### config.mk
export PLATFORM = sky130hd
export DESIGN_NAME = cpu_memory_flat
export DESIGN_NICKNAME = d
export VERILOG_FILES = /design/src/rtl/cpu_pkg.sv /design/src/rtl/cpu_memory_if.sv /design/src/rtl/cpu_memory_result_fifo.sv /design/src/rtl/cpu_memory.sv /design/src/flat_wrapper.sv
export SDC_FILE = /design/constraint.sdc
export NUM_CORES = 1
export LEC_CHECK = 0
export ABC_CLOCK_PERIOD_IN_PS = 7800
export BUFFER_PORTS_ARGS = -buffer_cell sky130_fd_sc_hd__buf_2
export CORE_MARGIN = 10
export CORE_UTILIZATION = 55
export CTS_BUF_LIST = sky130_fd_sc_hd__clkbuf_8
export DETAILED_ROUTE_END_ITERATION = 6
export GPL_TIMING_DRIVEN = 0
export MAX_ROUTING_LAYER = met4
export PLACE_DENSITY = 0.72
export SLEW_MARGIN = 20
export SYNTH_ARGS = -nofsm -noshare
export SYNTH_HDL_FRONTEND = slang
export SYNTH_HIERARCHICAL = 1
export SYNTH_SLANG_ARGS = --single-unit
### constraint.sdc
create_clock -name clk -period 7.8 [get_ports clk]
set_clock_uncertainty 0.15 [all_clocks]
set_input_delay 0.78 -clock clk [delete_from_list [all_inputs] [get_ports clk]]
set_output_delay 0.78 -clock clk [all_outputs]
set_load 0.01 [all_outputs]
### src/rtl/cpu_pkg.sv
// Shared definitions for the 4-bit CPU, its unified memory and the loader programs.
package cpu_pkg;

  localparam int ADDR_W    = 6;
  localparam int DATA_W    = 4;
  localparam int RES_ADDR  = 63;
  localparam int RES_DEPTH = 4;

  // Memory controller phases: host loads the program, then the core runs it.
  typedef enum logic {
    LOAD = 1'b0,
    RUN  = 1'b1
  } state_t;

  // Core opcodes, shared so loader test programs use the same encodings as the core.
  localparam logic [DATA_W-1:0] ADD    = 4'd0;
  localparam logic [DATA_W-1:0] ADDMEM = 4'd1;
  localparam logic [DATA_W-1:0] SUB    = 4'd2;
  localparam logic [DATA_W-1:0] SUBMEM = 4'd3;
  localparam logic [DATA_W-1:0] MUL    = 4'd4;
  localparam logic [DATA_W-1:0] MULMEM = 4'd5;
  localparam logic [DATA_W-1:0] DIV    = 4'd6;
  localparam logic [DATA_W-1:0] DIVMEM = 4'd7;

endpackage

### src/rtl/cpu_memory_if.sv
// Bus bundle between the host/core side (master) and the unified memory (slave).
interface cpu_memory_if #(
  parameter int ADDR_W    = cpu_pkg::ADDR_W,
  parameter int DATA_W    = cpu_pkg::DATA_W,
  parameter int RES_DEPTH = cpu_pkg::RES_DEPTH
) ();

  localparam int CNT_W = $clog2(RES_DEPTH) + 1;

  // Host load stream
  logic              load_valid;
  logic [DATA_W-1:0] load_data;
  logic              load_ready;
  logic              load_done;
  logic              load_start;
  // Core access
  logic              cpu_hold;
  logic [ADDR_W-1:0] cpu_addr;
  logic              cpu_rw;
  logic [DATA_W-1:0] cpu_wdata;
  logic [DATA_W-1:0] cpu_rdata;
  // Result drain
  logic              res_valid;
  logic [DATA_W-1:0] res_data;
  logic              res_ready;
  logic [CNT_W-1:0]  res_count;
  logic              res_overflow;

  modport master (
    output load_valid, load_data, load_done, load_start,
    output cpu_addr, cpu_rw, cpu_wdata, res_ready,
    input  load_ready, cpu_hold, cpu_rdata,
    input  res_valid, res_data, res_count, res_overflow
  );

  modport slave (
    input  load_valid, load_data, load_done, load_start,
    input  cpu_addr, cpu_rw, cpu_wdata, res_ready,
    output load_ready, cpu_hold, cpu_rdata,
    output res_valid, res_data, res_count, res_overflow
  );

endinterface

### src/rtl/cpu_memory_result_fifo.sv
// First-word-fall-through result FIFO with occupancy count and sticky overflow flag.
module result_fifo #(
  parameter int DATA_W    = 4,
  parameter int RES_DEPTH = 4
) (
  input  logic                           clk,
  input  logic                           rst,
  input  logic                           flush,
  input  logic                           push,
  input  logic [DATA_W-1:0]              push_data,
  input  logic                           pop_req,
  output logic                           valid,
  output logic [DATA_W-1:0]              data,
  output logic [$clog2(RES_DEPTH):0]     count,
  output logic                           overflow
);

  localparam int PTR_W = $clog2(RES_DEPTH);
  localparam int CNT_W = PTR_W + 1;

  logic [DATA_W-1:0] store [RES_DEPTH];
  logic [PTR_W-1:0]  rd_ptr;
  logic [PTR_W-1:0]  wr_ptr;
  logic              full;
  logic              do_pop;
  logic              do_push;

  assign valid   = (count != '0);
  assign full    = (count == CNT_W'(RES_DEPTH));
  assign do_pop  = pop_req & valid;
  // A full FIFO still accepts a push when the head leaves in the same cycle.
  assign do_push = push & (~full | do_pop);
  assign data    = store[rd_ptr];

  // Pointer, count and overflow bookkeeping; flush behaves like a local reset.
  always_ff @(posedge clk) begin
    if (rst || flush) begin
      rd_ptr   <= '0;
      wr_ptr   <= '0;
      count    <= '0;
      overflow <= 1'b0;
    end else begin
      if (do_push) wr_ptr <= wr_ptr + 1'b1;
      if (do_pop)  rd_ptr <= rd_ptr + 1'b1;
      case ({do_push, do_pop})
        2'b10:   count <= count + 1'b1;
        2'b01:   count <= count - 1'b1;
        default: count <= count;
      endcase
      if (push && full && !do_pop) overflow <= 1'b1;
    end
  end

  // Entry storage.
  // NOTE: storage arrays carry no reset; validity is tracked by the pointers and count alone.
  always_ff @(posedge clk) begin
    if (!rst && !flush && do_push) store[wr_ptr] <= push_data;
  end

endmodule

### src/rtl/cpu_memory.sv
// Unified program/data memory for the 4-bit core with host load phase and result FIFO.
module cpu_memory #(
  parameter int ADDR_W    = cpu_pkg::ADDR_W,
  parameter int DATA_W    = cpu_pkg::DATA_W,
  parameter int RES_ADDR  = cpu_pkg::RES_ADDR,
  parameter int RES_DEPTH = cpu_pkg::RES_DEPTH
) (
  input  logic         clk,
  input  logic         rst,
  cpu_memory_if.slave  bus
);

  import cpu_pkg::*;

  localparam int DEPTH = 2 ** ADDR_W;

  logic [DATA_W-1:0] mem [DEPTH];
  state_t            state;
  state_t            state_next;
  logic [ADDR_W-1:0] ptr;
  logic              load_accept;
  logic              cpu_we;
  logic              res_push;
  logic              res_flush;
  logic              load_ready;
  logic              cpu_hold;
  logic [DATA_W-1:0] cpu_rdata;

  // Phase decode: next state plus the strobes each phase allows.
  // NOTE: every always_comb output gets a default first so no path leaves it unassigned (no latch).
  always_comb begin
    state_next  = state;
    load_ready  = 1'b0;
    cpu_hold    = 1'b0;
    load_accept = 1'b0;
    cpu_we      = 1'b0;
    res_push    = 1'b0;
    res_flush   = 1'b0;
    case (state)
      LOAD: begin
        load_ready  = 1'b1;
        cpu_hold    = 1'b1;
        load_accept = bus.load_valid;
        // A beat at the last address wraps the pointer and hands over to the core.
        if (bus.load_done || (load_accept && ptr == '1)) state_next = RUN;
      end
      RUN: begin
        cpu_we   = bus.cpu_rw;
        res_push = bus.cpu_rw && (bus.cpu_addr == ADDR_W'(RES_ADDR));
        if (bus.load_start) begin
          state_next = LOAD;
          res_flush  = 1'b1;
        end
      end
      default: state_next = LOAD;
    endcase
  end

  // State register and load pointer.
  // NOTE: sequential state uses non-blocking assignments so every register samples pre-edge values.
  always_ff @(posedge clk) begin
    if (rst) begin
      state <= LOAD;
      ptr   <= '0;
    end else begin
      state <= state_next;
      if (load_accept)    ptr <= ptr + 1'b1;
      else if (res_flush) ptr <= '0;
    end
  end

  // Memory write port: loader beats in LOAD, core writes in RUN; contents survive reset.
  always_ff @(posedge clk) begin
    if (!rst) begin
      if (load_accept) mem[ptr]          <= bus.load_data;
      else if (cpu_we) mem[bus.cpu_addr] <= bus.cpu_wdata;
    end
  end

  // Zero-latency read for the core, which samples data on the edge that drives the address.
  always_comb begin
    cpu_rdata = '0;
    if (state == RUN) cpu_rdata = mem[bus.cpu_addr];
  end

  assign bus.load_ready = load_ready;
  assign bus.cpu_hold   = cpu_hold;
  assign bus.cpu_rdata  = cpu_rdata;

  result_fifo #(
    .DATA_W    (DATA_W),
    .RES_DEPTH (RES_DEPTH)
  ) u_result_fifo (
    .clk       (clk),
    .rst       (rst),
    .flush     (res_flush),
    .push      (res_push),
    .push_data (bus.cpu_wdata),
    .pop_req   (bus.res_ready),
    .valid     (bus.res_valid),
    .data      (bus.res_data),
    .count     (bus.res_count),
    .overflow  (bus.res_overflow)
  );

endmodule
### src/flat_wrapper.sv
// flat-port wrapper written by rule: the top's interface ports become plain ports
module cpu_memory_flat import cpu_pkg::*;
#(
  parameter int ADDR_W    = cpu_pkg::ADDR_W,
  parameter int DATA_W    = cpu_pkg::DATA_W,
  parameter int RES_ADDR  = cpu_pkg::RES_ADDR,
  parameter int RES_DEPTH = cpu_pkg::RES_DEPTH
)
  (clk, rst, bus_load_valid, bus_load_data, bus_load_done, bus_load_start, bus_cpu_addr, bus_cpu_rw, bus_cpu_wdata, bus_res_ready, bus_load_ready, bus_cpu_hold, bus_cpu_rdata, bus_res_valid, bus_res_data, bus_res_count, bus_res_overflow);
  cpu_memory_if #(.ADDR_W(ADDR_W), .DATA_W(DATA_W), .RES_DEPTH(RES_DEPTH)) bus_i ();
  input  logic clk;
  input  logic rst;
  input wire logic [$bits(bus_i.load_valid)-1:0] bus_load_valid;
  input wire logic [$bits(bus_i.load_data)-1:0] bus_load_data;
  input wire logic [$bits(bus_i.load_done)-1:0] bus_load_done;
  input wire logic [$bits(bus_i.load_start)-1:0] bus_load_start;
  input wire logic [$bits(bus_i.cpu_addr)-1:0] bus_cpu_addr;
  input wire logic [$bits(bus_i.cpu_rw)-1:0] bus_cpu_rw;
  input wire logic [$bits(bus_i.cpu_wdata)-1:0] bus_cpu_wdata;
  input wire logic [$bits(bus_i.res_ready)-1:0] bus_res_ready;
  output wire logic [$bits(bus_i.load_ready)-1:0] bus_load_ready;
  output wire logic [$bits(bus_i.cpu_hold)-1:0] bus_cpu_hold;
  output wire logic [$bits(bus_i.cpu_rdata)-1:0] bus_cpu_rdata;
  output wire logic [$bits(bus_i.res_valid)-1:0] bus_res_valid;
  output wire logic [$bits(bus_i.res_data)-1:0] bus_res_data;
  output wire logic [$bits(bus_i.res_count)-1:0] bus_res_count;
  output wire logic [$bits(bus_i.res_overflow)-1:0] bus_res_overflow;
  assign bus_i.load_valid = bus_load_valid;
  assign bus_i.load_data = bus_load_data;
  assign bus_i.load_done = bus_load_done;
  assign bus_i.load_start = bus_load_start;
  assign bus_i.cpu_addr = bus_cpu_addr;
  assign bus_i.cpu_rw = bus_cpu_rw;
  assign bus_i.cpu_wdata = bus_cpu_wdata;
  assign bus_i.res_ready = bus_res_ready;
  assign bus_load_ready = bus_i.load_ready;
  assign bus_cpu_hold = bus_i.cpu_hold;
  assign bus_cpu_rdata = bus_i.cpu_rdata;
  assign bus_res_valid = bus_i.res_valid;
  assign bus_res_data = bus_i.res_data;
  assign bus_res_count = bus_i.res_count;
  assign bus_res_overflow = bus_i.res_overflow;
  cpu_memory #(.ADDR_W(ADDR_W), .DATA_W(DATA_W), .RES_ADDR(RES_ADDR), .RES_DEPTH(RES_DEPTH)) u_core (.clk(clk), .rst(rst), .bus(bus_i));
endmodule
==> impl_metrics.ini <==
[timing]
rsz0062_at_grt = no
slew_headroom_pct = 50.9
finalHoldViolCount = 0
fmax_mhz = 265
fin_ws_ps = 4030
fin_crit_sh_pct = 48.3
setup_tns_ps = 0
period_minus_slack_ps = 3770
tightestPinTransition_ps = 737
setup_viol = 0
slew_violations = 0

[global_routing]
grt_pass1_vias = 6675
grt_pass1_wl_um = 40100
grt_overflow = 0
grt_util_all_layers_pct = 19.1
grt_max_degree = 65
antenna_found_initial = 0

[logic_synthesis]
synth_area_per_cell_um2 = 17.7
synth_flop_cell = edfxtp_1
synth_edf_count = 272
syn-cell-area_um2 = 12000
ys_async_sr_fraction_pct = 0
synth_area_leader_cell = edfxtp_1
yosysSeqAreaShare_pct = 71.0
synth_top_area_share_pct = 68.2
synthSimpleGateAreaFrac_pct = 6.49
ys_types = 54
yosys_warnings = 6
synth_nets = 704
syn_inst = 677
ys_ff_latch = 289
synthTopCellsByCount = 272 x edfxtp_1, 79 x nor2_1, 60 x mux4_2
synth.mux.area_fraction_pct = 14.0
synthAdderAreaFrac_pct = 0.689
synth_compound_area_share_pct = 5.24
synthTopCellsByArea = edfxtp_1 68%, mux4_2 11%, dfxtp_1 2.8%
synth_top_family_by_area = multiplexers
synthXorXnorAreaFrac_pct = 0.292
yosysMostFrequentCell = edfxtp_1

[worst_setup_path]
crit_path_max_incr_delay_ps = 480
crit_family = compound AO/OA/AOI/OAI gates
crit_slowest_cell = clkbuf_1
r2r_cells = 11
worstReg2RegStart = u_core/state
r2r-end = u_core/u_result_fifo/count[1]
endpoint_kind = output port
cp_max_fo = 10
required_ps = 6870
ff2ff_setup_slack_ps = 4510
critPathKind = primary input to output port
worstPathArrival_ps = 2840
crit_buf_inv = 3
crit_path_start_kind = primary input
crit_path_cell_trace = buf_2 > nor2b_1 > clkbuf_1 > a22oi_1 > a21oi_1 > a21oi_1 > a221oi_1 > buf_2

[detailed_routing]
drt_wl_total_um = 26400
wl_per_cell_um = 24.8
vias = 6638
route.detailed.drc = 0
drtAntennaViolNets = 0
routed_via_density = 6.23
drtPass1Iterations = 5
drt_iter0_drc = 661

[job]
cap_violations = 0

[power]
intPower_mw = 2.32
p_leak_nw = 4.31
ir_worst_vdd_mv = 0.145
sw_frac_of_total_pct = 22.1
p_switching_uw = 656
combPwrFrac_pct = 5.8
clkPwrFrac_pct = 36.7
p_seq_share_pct = 57.5
power_density_nw_per_um2 = 224

[clock_network]
cts_setup_buffers = 0
h-tree-depth = 2
clk_pin_slew_ps = 60
cts.sinks = 289
cts_hold_buf = 0
clk_root_buffer_cell = clkbuf_8
cts_buffer_depth = 3
cts_inserted_buffers = 44
post_cts_resized = 0
cts_tree = yes
clk_latency_ps = 550

[run_status]
run_status = completed

[finish]
layout-drive-gt1-share_pct = 23.0
area_delta_synth_final_pct = 10.9
multi_input_area_um2 = 3220
fill_cells = 1496
fin_nets = 783
diodes = 0
seq_area_um2 = 8510

[die]
coreArea_um2 = 21200
io_pins = 36
rows = 53
die_h_um = 168
die-area_um2 = 28100
die_w_um = 168
start_util_pct = 56.5

[min_path]
hold_start = u_core/u_result_fifo/overflow
worstHoldPathCells = 2
min_to = u_core/u_result_fifo/overflow
min_path_type = register to register

[place]
pre_cts_ws_ps = 3900
gp_congestion = 0.920
port-buffer-count = 33
place_hpwl_um = 17400
-- how the worst max path moves through the flow --
stage	slack, ps	from	end	depth (start not counted)
3_5_place_dp	3900	bus_cpu_addr[1]	u_core/u_result_fifo/count[1]	12
6_report	4030	bus_cpu_addr[3]	bus_cpu_rdata[3]	8
5_1_grt	3920	bus_cpu_addr[1]	bus_cpu_rdata[1]	9
4_1_cts	4080	bus_cpu_addr[1]	bus_cpu_rdata[3]	7
3_3_place_gp	3950	bus_cpu_addr[1]	u_core/u_result_fifo/count[1]	12
2_1_floorplan	4590	bus_cpu_addr[1]	u_core/u_result_fifo/count[1]	12
-- worst reg2reg max path: cells and delay by family (launching register included) --
family,cells,cell delay (ps)
simple gates,3,690
compound gates,3,670
fa+ha+maj,1,450
flops,1,320
buf+inv,4,930
-- cell families after synthesis --
kind of cell	Yosys count
DFF	289
buffers and inverters	46
adders and majority gates	6
AOI/OAI and AO/OA	90
xor gates and xnor gates	4
muxes	79
and+or+nand+nor	163
-- metal layers --
layer | vias up | routed length [µm] | track usage [%]
met5 | - | 0 | -
met4 | 0 | 538 | 6.36
met3 | 40 | 2400 | 4.45
met2 | 342 | 12600 | 29.1
met1 | 3368 | 10900 | 25.0
li1 | 2888 | - | -
-- placed cells by master, fill, tap and decap left out, types with 11 or more instances in the layout --
| cell type | netlist | routed |
|---|---|---|
| o21ai_0 | 12 | 12 |
| a22oi_1 | 11 | 11 |
| clkbuf_8 | 0 | 46 |
| mux4_2 | 60 | 60 |
| inv_1 | 8 | 23 |
| nand3_1 | 12 | 12 |
| nand2_1 | 26 | 26 |
| a21oi_1 | 20 | 20 |
| dfxtp_1 | 17 | 17 |
| clkbuf_1 | 14 | 14 |
| clkinv_1 | 0 | 12 |
| buf_2 | 9 | 42 |
| nor2_1 | 79 | 79 |
| edfxtp_1 | 272 | 272 |
-- power by group through the flow --
stage / registers, mW / logic [mW] / clock network [mW]
floorplan: 1.74 / 0.111 / 0
global placement: 1.74 / 0.167 / 0
detailed placement: 1.74 / 0.173 / 0
CTS: 1.71 / 0.173 / 1.12
global route: 1.71 / 0.187 / 1.19
finish: 1.71 / 0.174 / 1.09
-- stage by stage --
stage | util (%) | std cells | area (µm²) | hold WS [ps] | total power [mW]
6_report | 62.6 | 1065 | 13300 | 327 | 2.97
3_5_place_dp | 58.9 | 985 | 12500 | 307 | 1.91
3_3_place_gp | 58.9 | 985 | 12500 | 305 | 1.91
5_1_grt | 62.6 | 1065 | 13300 | 307 | 3.08
4_1_cts | 62.6 | 1065 | 13300 | 305 | 3.00
2_1_floorplan | - | 677 | 12000 | 335 | 1.85
-- flip-flops by register name (all words and copies together), names as in the netlist, named ones only --
| register | flops |
|---|---|
| u_core/ptr | 6 |
| u_core/u_result_fifo/wr_ptr | 2 |
| u_core/state | 1 |
| u_core/mem | 256 |
| u_core/u_result_fifo/count | 3 |
| u_core/u_result_fifo/store | 16 |
| u_core/u_result_fifo/rd_ptr | 2 |
| u_core/u_result_fifo/overflow | 1 |
-- area by class of cell --
| class | instances | area share, % |
|---|---|---|
| sequential | 289 | 64.0 |
| multi-input combinational | 342 | 24.2 |
| clock buffer | 46 | 4.77 |
| tap | 275 | 2.59 |
| buffer | 38 | 1.84 |
| timing repair buffer | 33 | 1.24 |
| clock inverter | 34 | 1.09 |
| inverter | 8 | 0.226 |
(Power assumes the default switching activity.)
